$ cat config.mk
export PLATFORM = sky130hd
export DESIGN_NAME = trace_reader
export DESIGN_NICKNAME = d
export VERILOG_FILES = /design/src/rtl/trace_reader.sv
export SDC_FILE = /design/constraint.sdc
export NUM_CORES = 1
export LEC_CHECK = 0
export ABC_AREA = 1
export CAP_MARGIN = 25
export CORE_AREA = 2 2 237 239
export DETAILED_ROUTE_END_ITERATION = 10
export DIE_AREA = 0 0 239 241
export PLACE_DENSITY = 0.66
export SLEW_MARGIN = 20
export SYNTH_ARGS = -nofsm -noshare
export SYNTH_HDL_FRONTEND = slang
export SYNTH_SLANG_ARGS = --single-unit
$ cat constraint.sdc
create_clock -name clk -period 5.46 [get_ports clk]
set_input_delay 1.092 -clock clk [delete_from_list [all_inputs] [get_ports clk]]
set_output_delay 1.092 -clock clk [all_outputs]
set_load 0.005 [all_outputs]
$ cat src/rtl/trace_reader.sv
// trace_reader: readback engine that issues in-order sample reads, decodes run-length intervals into timestamps and streams them out.
// Ports: clk/reset (synchronous, active-high); start, abort, begin_num, end_num: run control;
//        busy, done: status; rd_req, rd_req_ready, rd_num: read request channel;
//        rd_rsp_valid, rd_rsp_data: in-order returned packets {interval, data};
//        out_valid, out_ready, out_data, out_time, out_last: decoded sample stream.
module trace_reader #(
    parameter int          SAMPLE_WIDTH        = 16,
    parameter int          SAMPLE_PACKET_WIDTH = 32,
    parameter logic [31:0] MAX_SAMPLE_NUMBER   = 32'h01FF_FFFF,
    parameter int          MAX_OUTSTANDING     = 8
) (
    input  logic                           clk,
    input  logic                           reset,
    input  logic                           start,
    input  logic                           abort,
    input  logic [31:0]                    begin_num,
    input  logic [31:0]                    end_num,
    output logic                           busy,
    output logic                           done,
    output logic                           rd_req,
    input  logic                           rd_req_ready,
    output logic [31:0]                    rd_num,
    input  logic                           rd_rsp_valid,
    input  logic [SAMPLE_PACKET_WIDTH-1:0] rd_rsp_data,
    output logic                           out_valid,
    input  logic                           out_ready,
    output logic [SAMPLE_WIDTH-1:0]        out_data,
    output logic [31:0]                    out_time,
    output logic                           out_last
);
    localparam int IW = SAMPLE_PACKET_WIDTH - SAMPLE_WIDTH;
    localparam int AW = $clog2(MAX_OUTSTANDING);
    localparam int CW = AW + 1;

    typedef enum logic [1:0] {IDLE, READ, DRAIN, FLUSH} state_t;

    state_t                         state_q, state_d;
    logic [31:0]                    next_num_q, next_num_d, rem_req_q, rem_req_d, rem_out_q, rem_out_d;
    logic [31:0]                    out_time_q, out_time_d, total;
    logic                           first_q, first_d, out_valid_q, out_valid_d, out_last_q, out_last_d;
    logic [SAMPLE_WIDTH-1:0]        out_data_q, out_data_d;
    logic [CW-1:0]                  outst_q, outst_d, wr_ptr_q, wr_ptr_d, rd_ptr_q, rd_ptr_d, fifo_count;
    logic [SAMPLE_PACKET_WIDTH-1:0] fifo_q [MAX_OUTSTANDING];
    logic [SAMPLE_PACKET_WIDTH-1:0] head;
    logic [IW-1:0]                  interval;
    logic                           active, kill, req_acc, rsp_ok, push, pop, out_acc;

    assign active     = state_q == READ || state_q == DRAIN;
    assign kill       = active && abort;
    assign fifo_count = wr_ptr_q - rd_ptr_q;
    // Ring distance: a wrapped capture spans the tail up to MAX plus the head from 0.
    assign total      = end_num >= begin_num ? end_num - begin_num + 32'd1
                                             : MAX_SAMPLE_NUMBER - begin_num + end_num + 32'd2;
    assign req_acc    = rd_req && rd_req_ready;
    assign rsp_ok     = rd_rsp_valid && outst_q != '0;
    // Responses still in flight after an abort only return their credit.
    assign push       = rsp_ok && active && !abort;
    assign out_acc    = out_valid && out_ready;
    assign pop        = active && !abort && fifo_count != '0 && (!out_valid_q || out_ready);
    assign head       = fifo_q[rd_ptr_q[AW-1:0]];
    assign interval   = head[SAMPLE_PACKET_WIDTH-1:SAMPLE_WIDTH];

    always_ff @(posedge clk) begin
        state_q <= reset ? IDLE : state_d;
    end

    always_comb begin
        state_d = state_q == IDLE  ? (start ? READ : IDLE)
                : state_q == FLUSH ? (outst_q == '0 ? IDLE : FLUSH)
                : abort            ? FLUSH
                : state_q == READ  ? (req_acc && rem_req_q == 32'd1 ? DRAIN : READ)
                :                    (out_acc && rem_out_q == 32'd1 ? IDLE : DRAIN);
    end

    // Credits cover both unanswered requests and queued packets, so the FIFO cannot overflow.
    always_comb begin
        busy      = state_q != IDLE;
        rd_req    = state_q == READ && !abort && rem_req_q != '0
                    && 32'(outst_q) + 32'(fifo_count) < 32'(MAX_OUTSTANDING);
        out_valid = out_valid_q && !kill;
        done      = active && out_acc && rem_out_q == 32'd1;
    end

    always_comb begin
        next_num_d = next_num_q;
        rem_req_d  = rem_req_q;
        rem_out_d  = out_acc ? rem_out_q - 32'd1 : rem_out_q;
        first_d    = first_q && !pop;
        if (state_q == IDLE && start) begin
            next_num_d = begin_num;
            rem_req_d  = total;
            rem_out_d  = total;
            first_d    = 1'b1;
        end
        if (req_acc) begin
            next_num_d = next_num_q == MAX_SAMPLE_NUMBER ? 32'd0 : next_num_q + 32'd1;
            rem_req_d  = rem_req_q - 32'd1;
        end
        outst_d     = outst_q + CW'(req_acc) - CW'(rsp_ok);
        wr_ptr_d    = kill ? '0 : wr_ptr_q + CW'(push);
        rd_ptr_d    = kill ? '0 : rd_ptr_q + CW'(pop);
        out_valid_d = !kill && (pop || (out_valid_q && !out_acc));
        out_data_d  = pop ? head[SAMPLE_WIDTH-1:0] : out_data_q;
        out_time_d  = pop ? (first_q ? 32'd0 : out_time_q + 32'(interval) + 32'd1) : out_time_q;
        // Samples not yet accepted, excluding the one leaving the register this cycle.
        out_last_d  = pop ? rem_out_q - 32'(out_acc) == 32'd1 : out_last_q;
    end

    always_ff @(posedge clk) begin
        if (push) fifo_q[wr_ptr_q[AW-1:0]] <= rd_rsp_data;
    end

    always_ff @(posedge clk) begin
        if (reset) begin
            next_num_q  <= '0;
            rem_req_q   <= '0;
            rem_out_q   <= '0;
            first_q     <= 1'b0;
            outst_q     <= '0;
            wr_ptr_q    <= '0;
            rd_ptr_q    <= '0;
            out_valid_q <= 1'b0;
            out_data_q  <= '0;
            out_time_q  <= '0;
            out_last_q  <= 1'b0;
        end else begin
            next_num_q  <= next_num_d;
            rem_req_q   <= rem_req_d;
            rem_out_q   <= rem_out_d;
            first_q     <= first_d;
            outst_q     <= outst_d;
            wr_ptr_q    <= wr_ptr_d;
            rd_ptr_q    <= rd_ptr_d;
            out_valid_q <= out_valid_d;
            out_data_q  <= out_data_d;
            out_time_q  <= out_time_d;
            out_last_q  <= out_last_d;
        end
    end

    assign rd_num   = next_num_q;
    assign out_data = out_data_q;
    assign out_time = out_time_q;
    assign out_last = out_last_q;
endmodule

==> parameters.txt <==
Parameter                              Value

Layout
  Design area ... 28800 um2
  Proportion of layout cells with a drive suffix above 1 ... 0.0448
  Area added between synthesis and finish ... 17.5%
  Post-layout nets ... between 3000 and 4000

Floorplanning
  Die H ... roughly 240 um
  Core Area ... 54900 um2
  Starting Density ... 0.447
  Die outline width ... 239 um
  Num rows ... 86
  Die area ... 57600 um2
  I/O Pins ... 188

Clocking
  Clock tree from TritonCTS ... yes
  H-tree lvl count ... 2
  Buffers inserted during post-CTS setup optimization ... 0
  CTS Buf Count ... 49
  Clock Latency Late Sink ... 0.62 ns
  TritonCTS Sinks ... 417
  Clock Pin Slew Worst Setup and Hold Paths ... 0.06 ns
  Total of cells resized after clock tree synthesis ... 0
  Number of buffers on the longest clock path ... 3
  CTS Root Cell ... sky130_fd_sc_hd__clkbuf_16
  Cts hold-fix bufs ... 0

GRT
  Vias in the first global route ... 20400
  Global-route wire length before repair ... 113000 um
  Pin count of the biggest net entering global routing ... about 70
  Gr usage total ... 0.251
  Residual overflow from global routing ... 0
  Number of antenna violations at the first check in global routing ... 2

Timing
  Total negative slack ... 0 ns
  Final count of pins violating max slew ... 0
  Headroom to the max-slew limit ... 0.334
  Setup repair after global routing missed its margin ... no
  Slew at the pin closest to its max-slew limit ... 0.998 ns
  Final critical-path required period ... 4.84 ns
  Post-route fraction of the period consumed by the critical path ... 0.887
  Final setup violation count ... 0
  Worst hold-check slack ... 0.482 ns
  Final hold vios ... 0
  Final WS setup ... 0.617 ns
  Final setup skew ... around 0.029 ns
  Max frequency ... 206 MHz

Placement
  Quantity of I/O buffers inserted on ports ... 187
  Cell Area, Placed ... 27200 um2
  Routability congestion estimate from global placement ... about 0.95
  Detailed placement HPWL ... 51100 um
  Worst slack after detailed placement ... 0.936 ns

Routing
  Count of vias placed by the detailed router ... around 22000
  Detailed Routing Iterations Pass 1 ... 6
  Amount of wire on met2 after detailed routing ... between 30000 and 40000 um
  WL met3 ... 4560 um
  Via density ... around 5.4
  Initial detailed-routing violation count ... 1764
  Drt drc ... 0
  Detailed-routing wirelength on met1 ... around 33000 um
  DR top layer ... met4
  Number of antenna-violating nets in the routed design ... 0
  Total wire length after detailed routing ... 72700 um
  Wirelength per Cell ... 17.8 um

Setup path
  Worst flop-to-flop path endpoint ... out_time[20]$_SDFFE_PP0P_
  Startpoint kind of the worst setup timing path ... flip-flop
  Largest fanout on the critical path ... 19
  Critical-path cell list ... buf_4 > inv_2 > ha_1 > a21oi_1 > nand2_1 > xor2_1 > inv_1 > ha_1 > nor2_1 > nand3_1 > a21oi_1 > and2_1 > clkdlybuf4s50_1
  Total number of cells along the worst setup path ... 13
  R2R Path Start ... rd_ptr_q[0]$_SDFF_PP0_
  Worst EP required ... 4.37 ns
  Worst Setup End Kind ... output port
  Class of the most critical setup path ... reg2out
  Largest stage delay on the critical path ... 0.55 ns
  Setup slack of the worst register-to-register path ... 1.31 ns
  Critical path data arrival time ... 3.75 ns
  WP buf/inv ... 4
  Depth of the most critical reg-to-reg path ... 17
  Timing endpoint of the critical path ... rd_req
  Cell class contributing the biggest share of worst-path delay ... buffers and inverters
  Crit path from ... rd_ptr_q[2]$_SDFF_PP0_
  Cell with the largest stage delay on the worst path ... sky130_fd_sc_hd__clkdlybuf4s50_1

Logic synthesis
  Number of synthesized flops with an enable pin ... approximately 260
  Mean cell area of the mapped netlist ... around 7.7 um2
  Unique masters post-synth ... 53
  Share of synthesized area occupied by flip-flops and latches ... 0.445
  Post-synth design cell area ... 24500 um2
  Synth Net Count ... 3398
  Synthesized netlist cell count ... between 3000 and 4000
  Ys async rst share ... 0
  Seq cells post-synth ... between 400 and 500
  Commonest register cell after synthesis ... sky130_fd_sc_hd__edfxtp_1
  Ys Warns ... 0

Power and ir drop
  Sum of internal, switching and leakage power ... 9.10 mW
  VDD IR-drop max ... 0.000277 V
  Areal power density over the cells ... 315 nW/um2
  Static power due to leakage ... about 12 nW

Status
  Run status ... completed

Job
  Max cap viols ... 0

Worst hold path
  Instance count along the most critical hold path ... 2
  Hold WC Path Type ... reg2reg
## cells in the mapped netlist (all sizes together), types with 2 or more instances
cell / instances / area, um2
a21boi: 2 / 15.0
a21o: 7 / 52.6
nor3b: 4 / 30.0
o211ai: 16 / 120
fa: 19 / 380
nand2: 738 / 2770
and2: 5 / 31.3
a211oi: 4 / 30.0
o221ai: 4 / 35.0
nand4: 59 / 369
o31ai: 5 / 37.5
o22ai: 20 / 125
xor2: 52 / 455
ha: 109 / 1360
a22oi: 2 / 15.0
o21bai: 7 / 52.6
nor4: 10 / 62.6
o21a: 5 / 37.5
or2: 8 / 50.1
a21oi: 171 / 856
clkbuf: 71 / 267
a31oi: 48 / 300
o2111ai: 2 / 17.5
or3: 2 / 12.5
edfxtp: 256 / 7690
buf: 35 / 206
o21ai: 245 / 1230
nand3b: 4 / 30.0
xnor2: 25 / 219
inv: 361 / 1360
nor2: 427 / 1620
nor3: 58 / 305
nand3: 213 / 1080
a221oi: 5 / 43.8
dfxtp: 161 / 3220
## cell usage in the layout, fill, tap and decap left out, types with 55 or more instances in the layout
master	Yosys	routed
sky130_fd_sc_hd__a21oi_1	171	171
sky130_fd_sc_hd__nand3_1	211	211
sky130_fd_sc_hd__nor3_1	55	55
sky130_fd_sc_hd__nor2_1	420	412
sky130_fd_sc_hd__ha_1	109	109
sky130_fd_sc_hd__edfxtp_1	256	256
sky130_fd_sc_hd__inv_1	357	356
sky130_fd_sc_hd__dfxtp_1	161	159
sky130_fd_sc_hd__o21ai_0	236	236
sky130_fd_sc_hd__nand4_1	59	59
sky130_fd_sc_hd__nand2_1	737	736
sky130_fd_sc_hd__clkdlybuf4s50_1	0	186
## how the worst min path moves through the flow
| stage | from | to | slack [ns] |
|---|---|---|---|
| after floorplan | first_q$_SDFF_PP0_ | first_q$_SDFF_PP0_ | 0.45 |
| after global placement | first_q$_SDFF_PP0_ | first_q$_SDFF_PP0_ | 0.47 |
| after detailed placement | first_q$_SDFF_PP0_ | first_q$_SDFF_PP0_ | 0.47 |
| after CTS | first_q$_SDFF_PP0_ | first_q$_SDFF_PP0_ | 0.48 |
| after global routing | out_time[14]$_SDFFE_PP0P_ | out_time[14]$_SDFFE_PP0P_ | 0.52 |
| final | first_q$_SDFF_PP0_ | first_q$_SDFF_PP0_ | 0.48 |
## where the power goes
| part | leakage [nW] | switching [mW] | total, mW | internal [mW] |
|---|---|---|---|---|
| Combinational | 7.33 | 1.33 | 2.06 | 0.734 |
| Clock | 0.811 | 1.38 | 3.34 | 1.96 |
| Sequential | 3.62 | 0.196 | 3.69 | 3.50 |
## state kept, by name, indices dropped and copies added (netlist names)
| name | count |
|---|---|
| fifo_q | 256 |
| out_time | 32 |
| rd_num | 32 |
| rem_out_q | 32 |
| rem_req_q | 32 |
| out_data | 16 |
| outst_q | 4 |
| rd_ptr_q | 4 |
| wr_ptr_q | 4 |
| state_q | 2 |
| first_q | 1 |
| out_last | 1 |
| out_valid_q | 1 |
## area by class of cell
type | count | area [um2]
Fill cell | 5296 | 26000
Multi-Input combinational cell | 2282 | 11900
Sequential cell | 417 | 10900
Timing Repair Buffer | 218 | 2160
Inverter | 362 | 1360
Clock buffer | 63 | 1360
Tap cell | 704 | 881
Clock inverter | 28 | 297
Antenna cell | 2 | 5.00
## metal layers
layer	vias up	GRT usage
met5	-	0
met4	0	0.0803
met3	127	0.0316
met2	713	0.415
met1	10145	0.343
li1	10921	-
## through the flow
step	cells	utilization
after floorplan	3167	-
after global placement	3983	0.495
after detailed placement	3983	0.495
after CTS	4074	0.525
after global routing	4076	0.525
final	4076	0.525
## worst register-to-register path: cells and delay by family (launching register included)
| family | cells | cell delay [ns] |
|---|---|---|
| buf+inv | 5 | 1.01 |
| compound gates | 4 | 1.06 |
| simple gates | 7 | 1.03 |
| fa+ha+maj | 1 | 0.40 |
| flops | 1 | 0.51 |
## kinds of logic (layout without fill, tap and decap cells)
group,count (synthesis),count (layout),share of synthesized area
xor gates and xnor gates,77,77,0.0275
buffers and inverters,468,671,0.0747
AOI/OAI and AO/OA,547,547,0.122
adders and majority gates,128,128,0.0711
muxes,1,1,0.000408
DFF,417,417,0.445
and+or+nand+nor,1529,1529,0.259
other,0,2,0
(Power assumes the default switching activity.)
